### src/rtl/timer_pkg.sv
// Shared types and widths for the timing subsystem (down-count timer and interval meter).
package timer_pkg;

  typedef enum logic {IDLE, RUN} meter_state_t;

  localparam int TIMER_WIDTH = 10;

endpackage : timer_pkg

### src/rtl/interval_meter_if.sv
// Control/result bundle between an interval meter and its user.
interface interval_meter_if
  import timer_pkg::*;
#(
  parameter int WIDTH = TIMER_WIDTH
);

  logic             start;
  logic             stop;
  logic             busy;
  logic [WIDTH-1:0] result;
  logic             valid;
  logic             ovf;

  modport master (output start, output stop,
                  input  busy,  input  result, input valid, input ovf);

  modport slave  (input  start, input  stop,
                  output busy,  output result, output valid, output ovf);

endinterface : interval_meter_if

### src/rtl/sat_counter.sv
// Up-counter that sticks at all-ones instead of wrapping, with synchronous clear.
module sat_counter #(
  parameter int WIDTH = 10
) (
  input  logic             clk,
  input  logic             areset_n,
  input  logic             clr,
  input  logic             inc,
  output logic [WIDTH-1:0] q,
  output logic             at_max
);

  assign at_max = &q;

  always_ff @(posedge clk or negedge areset_n) begin
    if (!areset_n) begin
      q <= '0;
    end else if (clr) begin
      q <= '0;
    end else if (inc && !at_max) begin
      q <= q + 1'b1;
    end
  end

endmodule : sat_counter

### src/rtl/interval_meter.sv
// Counts clock edges from start to stop and reports the interval with a one-cycle valid.
// Build option INTERVAL_METER_TIMEOUT_EN: a run that saturates ends by itself one edge later.
//
//   state | meaning
//   ------+-------------------------------------------------
//   IDLE  | no measurement open; start opens one
//   RUN   | counting edges since start; stop captures result
module interval_meter
  import timer_pkg::*;
#(
  parameter int WIDTH = TIMER_WIDTH
) (
  input  logic              clk,
  input  logic              areset_n,
  interval_meter_if.slave   bus
);

  localparam logic [WIDTH-1:0] MAX = '1;

  meter_state_t     state_q, state_d;
  logic [WIDTH-1:0] cnt;
  logic             at_max;
  logic             cnt_clr, cnt_inc;
  logic             sat_q, sat_clr, sat_set;
  logic             cap_en, cap_ovf;
  logic [WIDTH-1:0] cap_val, cnt_next_sat;
  logic [WIDTH-1:0] result_q;
  logic             valid_q, ovf_q;

  sat_counter #(.WIDTH(WIDTH)) u_cnt (
    .clk      (clk),
    .areset_n (areset_n),
    .clr      (cnt_clr),
    .inc      (cnt_inc),
    .q        (cnt),
    .at_max   (at_max)
  );

  // The value a stop on this edge reports: the interval counted so far plus this edge.
  assign cnt_next_sat = at_max ? MAX : cnt + 1'b1;

  always_ff @(posedge clk or negedge areset_n) begin
    if (!areset_n) begin
      state_q <= IDLE;
    end else begin
      state_q <= state_d;
    end
  end

  always_comb begin
    state_d = state_q;
    cnt_clr = 1'b0;
    cnt_inc = 1'b0;
    sat_clr = 1'b0;
    sat_set = 1'b0;
    cap_en  = 1'b0;
    cap_val = '0;
    cap_ovf = 1'b0;
    case (state_q)
      IDLE: begin
        if (bus.start && bus.stop) begin
          cap_en = 1'b1;
        end else if (bus.start) begin
          cnt_clr = 1'b1;
          sat_clr = 1'b1;
          state_d = RUN;
        end
      end
      RUN: begin
        if (bus.stop) begin
          cap_en  = 1'b1;
          cap_val = cnt_next_sat;
          cap_ovf = sat_q | at_max;
          // start on the same edge opens the next measurement with no gap
          if (bus.start) begin
            cnt_clr = 1'b1;
            sat_clr = 1'b1;
          end else begin
            state_d = IDLE;
          end
        end else if (bus.start) begin
          cnt_clr = 1'b1;
          sat_clr = 1'b1;
        end else begin
`ifdef INTERVAL_METER_TIMEOUT_EN
          if (at_max) begin
            cap_en  = 1'b1;
            cap_val = MAX;
            cap_ovf = 1'b1;
            state_d = IDLE;
          end else begin
            cnt_inc = 1'b1;
          end
`else
          cnt_inc = 1'b1;
          sat_set = at_max;
`endif
        end
      end
      default: state_d = IDLE;
    endcase
  end

  always_ff @(posedge clk or negedge areset_n) begin
    if (!areset_n) begin
      sat_q    <= 1'b0;
      valid_q  <= 1'b0;
      result_q <= '0;
      ovf_q    <= 1'b0;
    end else begin
      if (sat_clr) begin
        sat_q <= 1'b0;
      end else if (sat_set) begin
        sat_q <= 1'b1;
      end
      valid_q <= cap_en;
      if (cap_en) begin
        result_q <= cap_val;
        ovf_q    <= cap_ovf;
      end
    end
  end

  assign bus.busy   = (state_q == RUN);
  assign bus.valid  = valid_q;
  assign bus.result = result_q;
  assign bus.ovf    = ovf_q;

endmodule : interval_meter

### src/flat_wrapper.sv
// flat-port wrapper written by rule: the top's interface ports become plain ports
module interval_meter_flat import timer_pkg::*;
#(
  parameter int WIDTH = TIMER_WIDTH
)
  (clk, areset_n, bus_start, bus_stop, bus_busy, bus_result, bus_valid, bus_ovf);
  interval_meter_if #(.WIDTH(WIDTH)) bus_i ();
  input  logic clk;
  input  logic areset_n;
  input wire logic [$bits(bus_i.start)-1:0] bus_start;
  input wire logic [$bits(bus_i.stop)-1:0] bus_stop;
  output wire logic [$bits(bus_i.busy)-1:0] bus_busy;
  output wire logic [$bits(bus_i.result)-1:0] bus_result;
  output wire logic [$bits(bus_i.valid)-1:0] bus_valid;
  output wire logic [$bits(bus_i.ovf)-1:0] bus_ovf;
  assign bus_i.start = bus_start;
  assign bus_i.stop = bus_stop;
  assign bus_busy = bus_i.busy;
  assign bus_result = bus_i.result;
  assign bus_valid = bus_i.valid;
  assign bus_ovf = bus_i.ovf;
  interval_meter #(.WIDTH(WIDTH)) u_core (.clk(clk), .areset_n(areset_n), .bus(bus_i));
endmodule
### config.mk
export PLATFORM = sky130hd
export DESIGN_NAME = interval_meter_flat
export DESIGN_NICKNAME = d
export VERILOG_FILES = /design/src/rtl/timer_pkg.sv /design/src/rtl/interval_meter_if.sv /design/src/rtl/sat_counter.sv /design/src/rtl/interval_meter.sv /design/src/flat_wrapper.sv
export SDC_FILE = /design/constraint.sdc
export NUM_CORES = 1
export LEC_CHECK = 0
export CORE_MARGIN = 8
export CORE_UTILIZATION = 53
export DETAILED_ROUTE_END_ITERATION = 10
export PLACE_DENSITY_LB_ADDON = 0.1
export SYNTH_ARGS = -nofsm -noshare
export SYNTH_HDL_FRONTEND = slang
export SYNTH_HIERARCHICAL = 1
export SYNTH_SLANG_ARGS = --single-unit
### constraint.sdc
create_clock -name clk -period 2.6 [get_ports clk]
set_clock_uncertainty 0.1 [all_clocks]
set_input_delay 0.26 -clock clk [delete_from_list [all_inputs] [get_ports clk]]
set_output_delay 0.26 -clock clk [all_outputs]
set_load 0.05 [all_outputs]
After elaboration in Yosys (flattened, before gate mapping)
Cells that the tools add are included.
Widths: inputs -> output; s select.
{"block": "word_totals", "reg_bits": 24, "latch_bits": 0, "ramBits": 0, "mem_bits_ro": 0, "word_cells": 38, "mem_count": 0}
{"block": "op_classes", "n_addsub": 1, "n_mul": 0, "div": 0, "order_cmp": 0, "n_eq_ne": 0, "n_shift": 0, "n_mux": 23, "n_bitwise": 2, "n_reduce_logical": 6}
{"op": "$mux 10", "count": 5}
{"op": "$mux 1", "count": 15}
{"op": "$add 10x1->10 const B", "count": 1}
{"op": "$reduce_and 10->1", "count": 1}
{"op": "$pmux 1 s2", "count": 3}
{"op": "$reduce_bool 2->1", "count": 2}
{"op": "$logic_and 1x1->1", "count": 2}
{"op": "$logic_not 1->1", "count": 1}
{"op": "$not 1->1", "count": 1}
{"op": "$or 1x1->1", "count": 1}

Logic depth before layout (Yosys ltp)
Gate-level depths: netlist of the first run.
{"block": "depth", "depth_word": 6, "depth_mapped": 7, "depth_no_buf": 6}

Modules after synthesis
Netlist of the first run, hierarchy kept.
{"module": "interval_meter", "n_inst": 1, "cells_per_inst": 78, "area_per_inst_um2": 729.4}
{"module": "sat_counter", "n_inst": 1, "cells_per_inst": 56, "area_per_inst_um2": 560.5}

Worst setup path before layout of the first run
No wires, ideal clock.
{"block": "synth_path", "kind": "register -> register", "start": "register u_core.state_q, in the netlist u_core/bus.busy", "end": "register u_core.u_cnt.q[7]", "setup_time_ns": 0.077, "t_arrival_ns": 2.288, "slack_ns": 0.135, "path_stages_with_launch": 7, "n_path_buf": 1, "path_cell_list": "dfrtp_1 clkbuf_2 inv_1 nor3_1 o31ai_2 or4_2 a21oi_1"}
{"block": "synth_via", "elab_chain_cells": 3, "word_cells_on_any_way": 6, "cone_classes": "3 x mux; 1 x bitwise; 2 x reduce/logical"}
{"item": "start, declared", "line": "interval_meter.sv:20", "source": "meter_state_t state_q, state_d;"}
{"item": "start signal, assigned", "line": "interval_meter.sv:46", "source": "state_q <= state_d;"}
{"item": "$mux 1", "line": "interval_meter.sv:59", "source": "case (state_q)"}
{"item": "via u_core.cnt_inc", "line": "interval_meter.sv:23", "source": "logic cnt_clr, cnt_inc;"}
{"item": "$logic_and 1x1->1", "line": "sat_counter.sv:20", "source": "end else if (inc && !at_max) begin"}
{"item": "$reduce_bool 2->1 (no line)"}
{"item": "end signal, assigned", "line": "sat_counter.sv:21", "source": "q <= q + 1'b1;"}
{"item": "end, declared", "line": "sat_counter.sv:9", "source": "output logic [WIDTH-1:0] q,"}
The timed path passes the listed nets, and every way through them passes these cells.
A chain may end at the register's enable or synchronous reset.

Worst setup path in the final report of the first run
{"block": "layout_path", "start": "register u_core.u_cnt.q[0]", "end": "register u_core.u_cnt.q[5]"}
{"block": "layout_via", "elab_chain_cells": 4, "word_cells_on_any_way": 7, "cone_classes": "1 x add/sub; 2 x mux; 4 x reduce/logical"}
{"item": "branches (longest 4 deep; another with $add 10x1->10)"}
Parallel ways; which one is timed is not known. The select of a mux whose other input is x is not followed.

==> results.txt, run 1 <==
----------------------------------------------------
[Clocking]
  Post-cts resize count ... 0
  Buffers inserted during post-CTS setup optimization ... 0
  Number of H-tree levels ... 1
  Cts bufs inserted ... 3
  Clk pin slew, worst setup/hold paths ... 0.13 ns
  Root cell of the clock tree ... sky130_fd_sc_hd__clkbuf_4
  Count of hold buffers inserted by post-cts repair ... 0
  Max Buffers Root-to-Sink ... 2
  Clock tree from TritonCTS ... done
  Number of clock sinks ... 24
  Clock latency of the later-clocked register in the worst-skew pair ... 0.31 ns

[Logic synthesis]
  Library cell with the largest summed area after synthesis ... sky130_fd_sc_hd__dfrtp_1
  Most common cell in the netlist ... sky130_fd_sc_hd__dfrtp_1
  Number of enable flip-flop cells after synthesis ... 0
  Flip-flop and latch count after synthesis ... 24
  Synth top area share ... 46.6%
  Commonest cells in the synthesized netlist ... sky130_fd_sc_hd__dfrtp_1, sky130_fd_sc_hd__nand2_1, sky130_fd_sc_hd__nor2_1
  Number of instances in the synthesized netlist ... 134
  Distinct cells, synth ... 37
  Cell area after synthesis ... 1290 um2
  Number of nets produced by synthesis ... 140
  Share of the yosys chip area belonging to registers ... 46.6%
  Proportion of synthesized flip-flops having asynchronous set or reset ... 100%
  Count of warnings emitted by yosys ... 6
  Average size of a mapped cell ... 9.63 um2
  Most area-consuming cells after synthesis ... sky130_fd_sc_hd__dfrtp_1, sky130_fd_sc_hd__nand2_1, sky130_fd_sc_hd__xnor2_1
  Prevailing post-synth register cell ... sky130_fd_sc_hd__dfrtp_1

[Timing]
  Achievable Freq ... 0.499 GHz
  Final critical-path required period ... 2.01 ns
  Count of final hold-check violations ... 0
  Setup repair after global routing missed its margin ... no
  Worst Max-Slew Pin Slew ... 1.22 ns
  Headroom to the max-slew limit ... 17.6%
  Final-layout setup total negative slack ... 0 ns
  Max-slew violation total from the final report ... 0
  Final setup vio count ... 0
  Final worst path period share ... 77.2%

[Finish]
  Antenna cells ... 0
  Area growth from synthesis to layout ... 19.3%
  Count of nets after finishing ... 162
  Layout cell share with drive strength beyond 1 ... 11.0%
  Post-route cell area ... 1540 um2
  Fill cell instance count of the final layout ... 211

[Die]
  Die Y ... 65.3 um
  Number of top-level pins ... 17
  Width of the die ... 65.3 um
  Die area ... 4270 um2
  Floorplan core area ... 2390 um2
  Initial cell density of the core ... 54.0%
  Number of placement rows ... 18

[Power and ir drop]
  P per Cell Area ... 448 nW/um2
  Net switching fraction of the power ... 27.2%
  Combinational fraction of design power ... 14.3%
  Max rail drop VDD ... 0.304 mV
  Register share of total power ... 57.6%
  Static leakage ... 0.647 nW
  Cell Int Power ... 0.502 mW
  Part of the power in the clock network ... 28.1%
  Sw Pwr ... 0.188 mW

[Global route]
  Tot GR Track Use ... 13.6%
  Top Usage Layer GRT ... met2
  GRT met1 Usage ... 16.0%
  Wire length of the first global-routing pass ... 4690 um
  Global-route met2 utilization ... 22.8%
  Pin count of the biggest net entering global routing ... 25
  Antenna violations before repair ... 0
  Via count of the first global-routing pass ... 1037
  Total overflow reported by the global router ... 0
  Met3 GRT Util ... 3.40%

[Placement]
  Number of port buffers ... 16
  Placed wire-length estimate after detailed placement ... 1980 um
  Area after DPL ... 1500 um2
  Weighted congestion reported at the end of routability-driven placement ... 0.948

[Setup path]
  Largest driver fanout on the critical path ... 8
  Peak per-stage delay on the critical path ... 0.51 ns
  Flop-to-flop setup slack ... 0.59 ns
  Category of the worst setup path capture point ... flip-flop
  Cell-by-cell listing of the critical path ... ha_1, inv_1, o31ai_2, buf_4, or4_1, a21oi_1
  Worst path required time ... 2.75 ns
  Worst setup path class ... reg2reg
  Max stage delay cell, worst path ... sky130_fd_sc_hd__dfrtp_1
  Sort of element at the start of the critical path ... flip-flop
  RR Endpoint ... u_core/u_cnt/q[5]
  Depth of the most critical reg-to-reg path ... 6
  Beginning of the critical path ... u_core/u_cnt/q[0]
  Reg2Reg Launch Point ... u_core/u_cnt/q[0]
  Worst setup path end ... u_core/u_cnt/q[5]
  Worst Path Arrival ... 2.15 ns

[Route]
  Post-detailed-route count of antenna-violating nets ... 0
  First drt pass iteration count ... 4
  Remaining DRCs ... 0
  Vias post-DR ... 1054
  Average wire per standard cell ... 14.6 um
  Final wirelength ... 2700 um
  Iteration-0 DRC count of the detailed router ... 58
  Post-DR vias/cell ... 5.70

[Hold path]
  HP Class ... in2async

[Flow run]
  Max-capacitance violation count ... 0

[Status]
  Result of the run ... finished clean

----------------------------------------------------
==> cells by family (layout without fill, tap and decap cells) <==
group           count (synthesis)  after routing  share of synthesized area (%)
xor+xnor                       10             10                           6.79
fa+ha+maj                       3              3                           2.72
buf+inv                        12             33                           4.07
compound gates                 28             28                           14.6
simple gates                   56             56                           24.4
mux                             1              1                          0.776
flops                          24             24                           46.6
==> power groups by stage <==
| stage | registers, mW | logic (mW) | clock network (mW) |
|---|---|---|---|
| global placement | 0.405 | 0.0987 | 0 |
| CTS | 0.398 | 0.101 | 0.202 |
| finish | 0.398 | 0.0988 | 0.194 |
| floorplan | 0.430 | 0.0340 | 0 |
| detailed placement | 0.405 | 0.100 | 0 |
| global route | 0.400 | 0.108 | 0.220 |
==> cell usage in the layout (no fill, tap or decap), types with 2 or more instances in the layout <==
cell type	netlist	layout
sky130_fd_sc_hd__a21oi_1	5	5
sky130_fd_sc_hd__buf_4	1	5
sky130_fd_sc_hd__clkbuf_4	0	3
sky130_fd_sc_hd__clkdlybuf4s50_1	0	16
sky130_fd_sc_hd__dfrtp_1	24	24
sky130_fd_sc_hd__ha_1	2	2
sky130_fd_sc_hd__inv_1	8	8
sky130_fd_sc_hd__nand2_1	17	17
sky130_fd_sc_hd__nand3_1	7	7
sky130_fd_sc_hd__nand4_1	6	6
sky130_fd_sc_hd__nor2_1	10	10
sky130_fd_sc_hd__nor3_1	3	3
sky130_fd_sc_hd__o211ai_1	4	4
sky130_fd_sc_hd__o21ai_0	9	9
sky130_fd_sc_hd__o31ai_1	2	2
sky130_fd_sc_hd__or3_1	4	4
sky130_fd_sc_hd__xnor2_1	6	6
sky130_fd_sc_hd__xor2_1	4	4
==> worst max-delay path: cells and delay by family (launching register included) <==
family | cells | cell delay [ns]
and+or+nand+nor | 1 | 0.47
buffers and inverters | 2 | 0.29
adders and majority gates | 1 | 0.31
AOI/OAI and AO/OA | 2 | 0.26
DFF | 1 | 0.51
==> registers in the layout, indices dropped and copies added, names as in the netlist <==
name and count:
u_core/bus.result 10, u_core/u_cnt/q 10, u_core/bus.busy 1, u_core/bus.ovf 1, u_core/bus.valid 1, u_core/sat_q 1
==> per-layer routing <==
layer,share of wire [%],vias up
met2,48,19
li1,-,524
met3,5.6,4
met5,0,-
met4,1.0,0
met1,46,507
==> how the worst min path moves through the flow <==
| stage | startpoint | end | slack [ns] | cells after the start |
|---|---|---|---|---|
| after CTS | areset_n | u_core/bus.result[6] | 0.19 | 2 |
| final | areset_n | u_core/bus.result[0] | 0.19 | 2 |
| after floorplan | areset_n | u_core/bus.busy | -0.14 | 0 |
| after global routing | areset_n | u_core/u_cnt/q[7] | 0.20 | 2 |
| after detailed placement | u_core/bus.result[5] | u_core/bus.result[5] | 0.36 | 2 |
| after global placement | u_core/bus.result[5] | u_core/bus.result[5] | 0.35 | 2 |
==> final cells by class <==
cell class / instances / area (um2) / share of cell area, %
Timing Repair Buffer: 21 / 198 / 12.8
Clock buffer: 4 / 36.3 / 2.36
Inverter: 8 / 30.0 / 1.95
Sequential cell: 24 / 601 / 39.0
Tap cell: 30 / 37.5 / 2.44
Multi-Input combinational cell: 98 / 637 / 41.4
==> per-stage QoR <==
step | hold WS [ns] | utilization [%] | setup WS [ns] | total power, mW | cells
after floorplan | -0.136 | - | 0.135 | 0.464 | 134
after global placement | 0.352 | 62.9 | 0.418 | 0.503 | 181
after detailed placement | 0.363 | 62.9 | 0.392 | 0.505 | 181
after CTS | 0.186 | 64.5 | 0.583 | 0.701 | 185
after global routing | 0.202 | 64.5 | 0.471 | 0.728 | 185
final | 0.186 | 64.5 | 0.594 | 0.690 | 185
Power figures use the tool's default switching activity.
==> run 2, diff against run 1 <==
--- a/config.mk
+++ b/config.mk
@@ -6,7 +6,7 @@
 export NUM_CORES = 1
 export LEC_CHECK = 0
 export CORE_MARGIN = 8
-export CORE_UTILIZATION = 53
+export CORE_UTILIZATION = 48
 export DETAILED_ROUTE_END_ITERATION = 10
 export PLACE_DENSITY_LB_ADDON = 0.1
 export SYNTH_ARGS = -nofsm -noshare
==> constraint.sdc (replaced) <==
create_clock -name clk -period 1.8 [get_ports clk]
set_clock_uncertainty 0.1 [all_clocks]
set_input_delay 0.18 -clock clk [delete_from_list [all_inputs] [get_ports clk]]
set_output_delay 0.18 -clock clk [all_outputs]
set_load 0.05 [all_outputs]
==> results.txt, run 2 (synthesized netlist as in run 1, its figures left out) <==
----------------------------------------------------
[Setup path]
  Worst Path Arrival ... 1.45 ns (was 2.15 ns)
  RR Endpoint ... u_core/u_cnt/q[9] (was u_core/u_cnt/q[5])
  Sort of element at the start of the critical path ... flip-flop (unchanged)
  Category of the worst setup path capture point ... primary output (was flip-flop)
  Worst setup path end ... bus_valid (was u_core/u_cnt/q[5])
  Peak per-stage delay on the critical path ... 0.79 ns (was 0.51 ns)
  Max stage delay cell, worst path ... sky130_fd_sc_hd__clkdlybuf4s50_1 (was sky130_fd_sc_hd__dfrtp_1)
  Number of stages on the worst setup path ... 1 (was 6)
  Beginning of the critical path ... u_core/bus.valid (was u_core/u_cnt/q[0])
  Flop-to-flop setup slack ... 0.08 ns (was 0.59 ns)
  Cell-by-cell listing of the critical path ... clkdlybuf4s50_1 (was ha_1, inv_1, o31ai_2, buf_4, or4_1, a21oi_1)
  Worst setup path class ... reg2out (was reg2reg)
  Largest driver fanout on the critical path ... 1 (was 8)
  Depth of the most critical reg-to-reg path ... 4 (was 6)
  Crit path buffers/inverters ... 1 (was 2)
  Top cell family by delay on the critical path ... buffers and inverters (was flip-flops)
  Worst path required time ... 1.52 ns (was 2.75 ns)
  Reg2Reg Launch Point ... u_core/u_cnt/q[9] (was u_core/u_cnt/q[0])

[Timing]
  Setup repair after global routing missed its margin ... no (unchanged)
  Worst Max-Slew Pin Slew ... 0.510 ns (was 1.22 ns)
  Final-layout setup total negative slack ... 0 ns (unchanged)
  Headroom to the max-slew limit ... 66.0% (was 17.6%)
  PnR worst setup slack ... 0.0725 ns (was 0.594 ns)
  Achievable Freq ... 0.579 GHz
  WHS ... 0.116 ns (was 0.186 ns)
  Final critical-path required period ... 1.73 ns
  Final worst path period share ... 96.0%
  Final setup vio count ... 0 (unchanged)
  Max-slew violation total from the final report ... 0 (unchanged)
  Count of final hold-check violations ... 0 (unchanged)

[Placement]
  Area after DPL ... 1670 um2 (was 1500 um2)
  Placed wire-length estimate after detailed placement ... 2330 um (was 1980 um)
  DP Cell Count ... 200 (was 181)
  Weighted congestion reported at the end of routability-driven placement ... 0.902 (was 0.948)
  Worst setup slack before clock tree synthesis ... -0.190 ns (was 0.392 ns)
  Number of port buffers ... 16 (unchanged)

[Clocking]
  Root cell of the clock tree ... sky130_fd_sc_hd__clkbuf_4 (unchanged)
  Clk pin slew, worst setup/hold paths ... 0.14 ns (was 0.13 ns)
  Clock tree from TritonCTS ... done (unchanged)
  Number of H-tree levels ... 1 (unchanged)
  Count of hold buffers inserted by post-cts repair ... 0 (unchanged)
  Clock latency of the later-clocked register in the worst-skew pair ... 0.31 ns (about the same)
  Cts bufs inserted ... 3 (unchanged)
  Number of clock sinks ... 24 (unchanged)
  Max Buffers Root-to-Sink ... 2 (unchanged)

[Route]
  Post-detailed-route count of antenna-violating nets ... 0 (unchanged)
  Post-DR vias/cell ... 5.45 (was 5.70)
  Final wirelength ... 3020 um (was 2700 um)
  Vias post-DR ... 1118 (was 1054)
  Remaining DRCs ... 0 (unchanged)
  Iteration-0 DRC count of the detailed router ... 40 (was 58)
  First drt pass iteration count ... 4 (unchanged)
  Average wire per standard cell ... 14.7 um (was 14.6 um)

[Finish]
  Fill cell instance count of the final layout ... 233 (was 211)
  Leading cell type in the layout, fill and taps excluded ... sky130_fd_sc_hd__buf_4 (was sky130_fd_sc_hd__dfrtp_1)
  Final cell count without fillers ... 205 (was 185)
  Post-route cell area ... 1750 um2 (was 1540 um2)
  Count of nets after finishing ... 181 (was 162)
  Antenna cells ... 0 (unchanged)
  Area growth from synthesis to layout ... 35.6% (was 19.3%)
  Layout cell share with drive strength beyond 1 ... 26.4% (was 11.0%)
  Utilization after layout ... 65.7% (was 64.5%)
  Most used cells in the layout excluding fill and tap cells ... sky130_fd_sc_hd__buf_4, sky130_fd_sc_hd__dfrtp_1, sky130_fd_sc_hd__nand2_1 (was sky130_fd_sc_hd__dfrtp_1, sky130_fd_sc_hd__nand2_1, sky130_fd_sc_hd__clkdlybuf4s50_1)

[Global route]
  Wire length of the first global-routing pass ... 5330 um (was 4690 um)
  Tot GR Track Use ... 14.9% (was 13.6%)
  Total overflow reported by the global router ... 0 (unchanged)
  Antenna violations before repair ... 0 (unchanged)
  Via count of the first global-routing pass ... 1152 (was 1037)
  Pin count of the biggest net entering global routing ... 25 (unchanged)

[Power and ir drop]
  Max rail drop VDD ... 0.490 mV (was 0.304 mV)
  Static leakage ... 0.932 nW (was 0.647 nW)
  P per Cell Area ... 588 nW/um2 (was 448 nW/um2)
  Total design power ... 1.03 mW (was 0.690 mW)

[Die]
  Number of top-level pins ... 17 (unchanged)
  Die Y ... 67.8 um (was 65.3 um)
  Width of the die ... 67.8 um (was 65.3 um)
  Number of placement rows ... 19 (was 18)
  Die area ... 4600 um2 (was 4270 um2)
  Initial cell density of the core ... 48.4% (was 54.0%)
  Floorplan core area ... 2660 um2 (was 2390 um2)

[Status]
  Result of the run ... finished clean (unchanged)

[Hold path]
  HP Class ... in2async (unchanged)

[Flow run]
  Max-capacitance violation count ... 0 (unchanged)

----------------------------------------------------
==> run 2: layout make-up <==
class / count / area [um2] / share of cell area (%)
multi-input combinational: 98 / 674 / 38.6
sequential: 24 / 603 / 34.5
timing repair buffer: 40 / 364 / 20.8
tap: 31 / 38.8 / 2.22
clock buffer: 4 / 36.3 / 2.07
inverter: 8 / 32.5 / 1.86
==> run 2: worst min-delay path by stage <==
stage	endpoint	slack, ns	depth (start not counted)
final	u_core/bus.result[0]	0.12	2
after CTS	u_core/bus.result[0]	0.12	2
after global placement	u_core/bus.result[5]	0.35	2
after global routing	u_core/bus.result[0]	0.15	2
after floorplan	u_core/bus.busy	-0.22	0
after detailed placement	u_core/bus.result[2]	0.37	2
==> run 2: routing by layer <==
metal | part of all wire [%] | track usage [%] | up-vias
met2 | 50 | 26.5 | 23
li1 | - | - | 562
met1 | 45 | 18.1 | 531
met5 | 0 | 0 | -
met4 | 0.66 | 4.09 | 0
met3 | 4.4 | 2.45 | 2
==> run 2: repair_timing <==
| item | CTS | global route |
|---|---|---|
| setup endpoints to repair | 0 | 18 |
| setup buffers | 0 | 1 |
| gates resized for setup | 0 | 16 |
==> run 2: report_power, final <==
group	total [mW]	internal, mW	switching (mW)
registers	0.564	0.555	0.00891
clock network	0.286	0.123	0.162
logic	0.179	0.0633	0.116
==> run 3, diff against run 2 <==
--- a/config.mk
+++ b/config.mk
@@ -6,10 +6,10 @@
 export NUM_CORES = 1
 export LEC_CHECK = 0
 export CORE_MARGIN = 8
-export CORE_UTILIZATION = 48
+export CORE_UTILIZATION = 39
+export CTS_BUF_LIST = sky130_fd_sc_hd__clkbuf_8
 export DETAILED_ROUTE_END_ITERATION = 10
 export PLACE_DENSITY_LB_ADDON = 0.1
 export SYNTH_ARGS = -nofsm -noshare
 export SYNTH_HDL_FRONTEND = slang
-export SYNTH_HIERARCHICAL = 1
 export SYNTH_SLANG_ARGS = --single-unit
==> results.txt, run 3 <==
----------------------------------------------------
[Placement]
  Weighted congestion reported at the end of routability-driven placement ... 0.803 (was 0.902)
  Number of port buffers ... 16 (unchanged)
  Placed wire-length estimate after detailed placement ... 2400 um (was 2330 um)
  Area after DPL ... 1620 um2 (was 1670 um2)
  DP Cell Count ... 216 (was 200)

[Finish]
  Antenna cells ... 0 (unchanged)
  Area growth from synthesis to layout ... 31.1% (was 35.6%)
  Leading cell type in the layout, fill and taps excluded ... sky130_fd_sc_hd__buf_4 (unchanged)
  Most used cells in the layout excluding fill and tap cells ... sky130_fd_sc_hd__buf_4, sky130_fd_sc_hd__dfrtp_1, sky130_fd_sc_hd__nand2_1 (unchanged)
  Post-route cell area ... 1710 um2 (was 1750 um2)
  Layout cell share with drive strength beyond 1 ... 25.3% (was 26.4%)
  Multi-input logic area ... 674 um2 (unchanged)
  Area taken by flip-flops and latches ... 602 um2 (was 603 um2)
  Count of nets after finishing ... 180 (was 181)
  Fill cell instance count of the final layout ... 322 (was 233)
  Final cell count without fillers ... 220 (was 205)

[Status]
  Result of the run ... finished clean (unchanged)

[Clocking]
  Root cell of the clock tree ... sky130_fd_sc_hd__clkbuf_8 (was sky130_fd_sc_hd__clkbuf_4)
  Clock tree from TritonCTS ... done (unchanged)
  Number of clock sinks ... 24 (unchanged)
  Clock latency of the later-clocked register in the worst-skew pair ... 0.27 ns (was 0.31 ns)
  Cts bufs inserted ... 3 (unchanged)
  Clk pin slew, worst setup/hold paths ... 0.09 ns (was 0.14 ns)
  Number of H-tree levels ... 1 (unchanged)
  Count of hold buffers inserted by post-cts repair ... 0 (unchanged)
  Max Buffers Root-to-Sink ... 2 (unchanged)
  Post-cts resize count ... 0 (unchanged)
  Buffers inserted during post-CTS setup optimization ... 0 (unchanged)

[Die]
  Die area ... 5460 um2 (was 4600 um2)
  Width of the die ... 73.9 um (was 67.8 um)
  Initial cell density of the core ... 39.8% (was 48.4%)
  Die Y ... 73.9 um (was 67.8 um)
  Number of top-level pins ... 17 (unchanged)
  Number of placement rows ... 21 (was 19)
  Floorplan core area ... 3280 um2 (was 2660 um2)

[Logic synthesis]
  Commonest cells in the synthesized netlist ... sky130_fd_sc_hd__dfrtp_1, sky130_fd_sc_hd__nand2_1, sky130_fd_sc_hd__nor2_1 (unchanged)
  Number of nets produced by synthesis ... 146 (was 140)
  Cell area after synthesis ... 1310 um2 (was 1290 um2)
  Distinct cells, synth ... 43 (was 37)
  Prevailing post-synth register cell ... sky130_fd_sc_hd__dfrtp_1 (unchanged)
  Proportion of synthesized flip-flops having asynchronous set or reset ... 100% (unchanged)
  Library cell with the largest summed area after synthesis ... sky130_fd_sc_hd__dfrtp_1 (unchanged)
  Count of warnings emitted by yosys ... 0 (was 6)
  Share of the yosys chip area belonging to registers ... 46.0% (was 46.6%)
  Flip-flop and latch count after synthesis ... 24 (unchanged)
  Average size of a mapped cell ... 9.26 um2 (was 9.63 um2)
  Synth top area share ... 46.0% (was 46.6%)
  Most common cell in the netlist ... sky130_fd_sc_hd__dfrtp_1 (unchanged)
  Number of instances in the synthesized netlist ... 141 (was 134)
  Number of enable flip-flop cells after synthesis ... 0 (unchanged)
  Most area-consuming cells after synthesis ... sky130_fd_sc_hd__dfrtp_1, sky130_fd_sc_hd__nand2_1, sky130_fd_sc_hd__nor2_1 (was sky130_fd_sc_hd__dfrtp_1, sky130_fd_sc_hd__nand2_1, sky130_fd_sc_hd__xnor2_1)

[Setup path]
  Flop-to-flop setup slack ... 0.06 ns (was 0.08 ns)
  Category of the worst setup path capture point ... flip-flop (was primary output)
  Reg2Reg Launch Point ... u_core.u_cnt.q[0] (was u_core/u_cnt/q[9])
  Sort of element at the start of the critical path ... flip-flop (unchanged)
  RR Endpoint ... u_core.u_cnt.q[4] (was u_core/u_cnt/q[9])
  Beginning of the critical path ... u_core.u_cnt.q[0] (was u_core/bus.valid)
  Largest driver fanout on the critical path ... 5 (was 1)
  Worst Path Arrival ... 1.79 ns (was 1.45 ns)
  Worst setup path class ... reg2reg (was reg2out)
  Max stage delay cell, worst path ... sky130_fd_sc_hd__dfrtp_1 (was sky130_fd_sc_hd__clkdlybuf4s50_1)
  Worst path required time ... 1.85 ns (was 1.52 ns)
  Cell-by-cell listing of the critical path ... ha_1, and3_4, and3_1, o311ai_0, nand3_1 (was clkdlybuf4s50_1)
  Peak per-stage delay on the critical path ... 0.39 ns (was 0.79 ns)
  Depth of the most critical reg-to-reg path ... 5 (was 4)
  Worst setup path end ... u_core.u_cnt.q[4] (was bus_valid)

[Power and ir drop]
  Max rail drop VDD ... 0.378 mV (was 0.490 mV)
  P per Cell Area ... 760 nW/um2 (was 588 nW/um2)
  Total design power ... 1.30 mW (was 1.03 mW)
  Static leakage ... 0.794 nW (was 0.932 nW)

[Timing]
  Max-slew violation total from the final report ... 0 (unchanged)
  Final worst path period share ... 96.9% (was 96.0%)
  Final setup vio count ... 0 (unchanged)
  Achievable Freq ... 0.573 GHz (was 0.579 GHz)
  Count of final hold-check violations ... 0 (unchanged)
  Final critical-path required period ... 1.74 ns (was 1.73 ns)
  Headroom to the max-slew limit ... 66.8% (was 66.0%)
  Worst Max-Slew Pin Slew ... 0.496 ns (was 0.510 ns)

[Route]
  Average wire per standard cell ... 14.1 um (was 14.7 um)
  Remaining DRCs ... 0 (unchanged)
  Post-DR vias/cell ... 5.23 (was 5.45)
  Final wirelength ... 3110 um (was 3020 um)
  Vias post-DR ... 1150 (was 1118)
  Iteration-0 DRC count of the detailed router ... 48 (was 40)
  First drt pass iteration count ... 4 (unchanged)
  Post-detailed-route count of antenna-violating nets ... 0 (unchanged)

[Global route]
  Tot GR Track Use ... 12.6% (was 14.9%)
  Wire length of the first global-routing pass ... 5290 um (was 5330 um)
  Via count of the first global-routing pass ... 1104 (was 1152)
  Antenna violations before repair ... 0 (unchanged)
  Pin count of the biggest net entering global routing ... 25 (unchanged)
  Total overflow reported by the global router ... 0 (unchanged)

[Flow run]
  Max-capacitance violation count ... 0 (unchanged)

[Hold path]
  HP Class ... in2async (unchanged)

----------------------------------------------------
-- run 3: cell count changes after synthesis, sizes merged, moves of 4 or more --
cell    before  now
a31oi        1    8
inv          8    4
nand4        7    2
o211ai       5    0
xnor2        6    2
-- run 3: critical path, delay by kind of cell (launching register included) --
kind / cells / cell delay (ns)
AOI/OAI and AO/OA: 1 / 0.34
adders and majority gates: 1 / 0.25
DFF: 1 / 0.39
and+or+nand+nor: 3 / 0.53
-- run 3: how the worst min path moves through the flow --
| stage | from | endpoint | slack, ns | cells after the start |
|---|---|---|---|---|
| after global placement | u_core.bus.result[5] | u_core.bus.result[5] | 0.36 | 1 |
| after global routing | areset_n | u_core.u_cnt.q[9] | 0.19 | 2 |
| after CTS | areset_n | u_core.bus.result[3] | 0.18 | 2 |
| final | areset_n | u_core.u_cnt.q[9] | 0.17 | 2 |
| after floorplan | areset_n | u_core.bus.busy | -0.22 | 0 |
| after detailed placement | u_core.bus.result[5] | u_core.bus.result[5] | 0.36 | 1 |
-- run 3: cells by family after synthesis --
kind of cell | after synthesis | synth area share [%]
adders and majority gates | 1 | 0.958
buffers and inverters | 11 | 4.02
xor gates and xnor gates | 4 | 2.68
AOI/OAI and AO/OA | 38 | 19.9
DFF | 24 | 46.0
muxes | 2 | 1.63
and+or+nand+nor | 61 | 24.8
-- run 3: area by class of cell --
| cell class | count | share of cell area (%) |
|---|---|---|
| Sequential cell | 24 | 35.1 |
| Timing Repair Buffer | 36 | 17.1 |
| Clock buffer | 3 | 2.41 |
| Inverter | 4 | 0.877 |
| Tap cell | 46 | 3.36 |
| Clock inverter | 1 | 1.75 |
| Multi-Input combinational cell | 106 | 39.4 |
-- run 3: metal layers --
metal,up-vias,GRT usage (%),share of wire (%)
met5,-,0,0
met4,0,4.43,1.1
met3,5,2.73,4.6
met2,20,21.0,48
met1,551,15.5,46
li1,574,-,-
-- run 3: through the flow --
stage	setup slack, ns	TNS (ns)	utilization [%]	hold slack, ns
2_1_floorplan	0.0418	0	-	-0.216
3_3_place_gp	-0.0117	-0.0117	49.3	0.361
3_5_place_dp	-0.0593	-0.182	49.3	0.365
4_1_cts	0.0321	0	51.5	0.176
5_1_grt	-0.00667	-0.00667	52.2	0.187
6_report	0.0558	0	52.2	0.167
-- run 3: where the power goes --
part | leakage (nW) | switching (mW) | internal [mW]
clock network | 0.0357 | 0.189 | 0.298
registers | 0.326 | 0.0226 | 0.563
logic | 0.433 | 0.140 | 0.0885
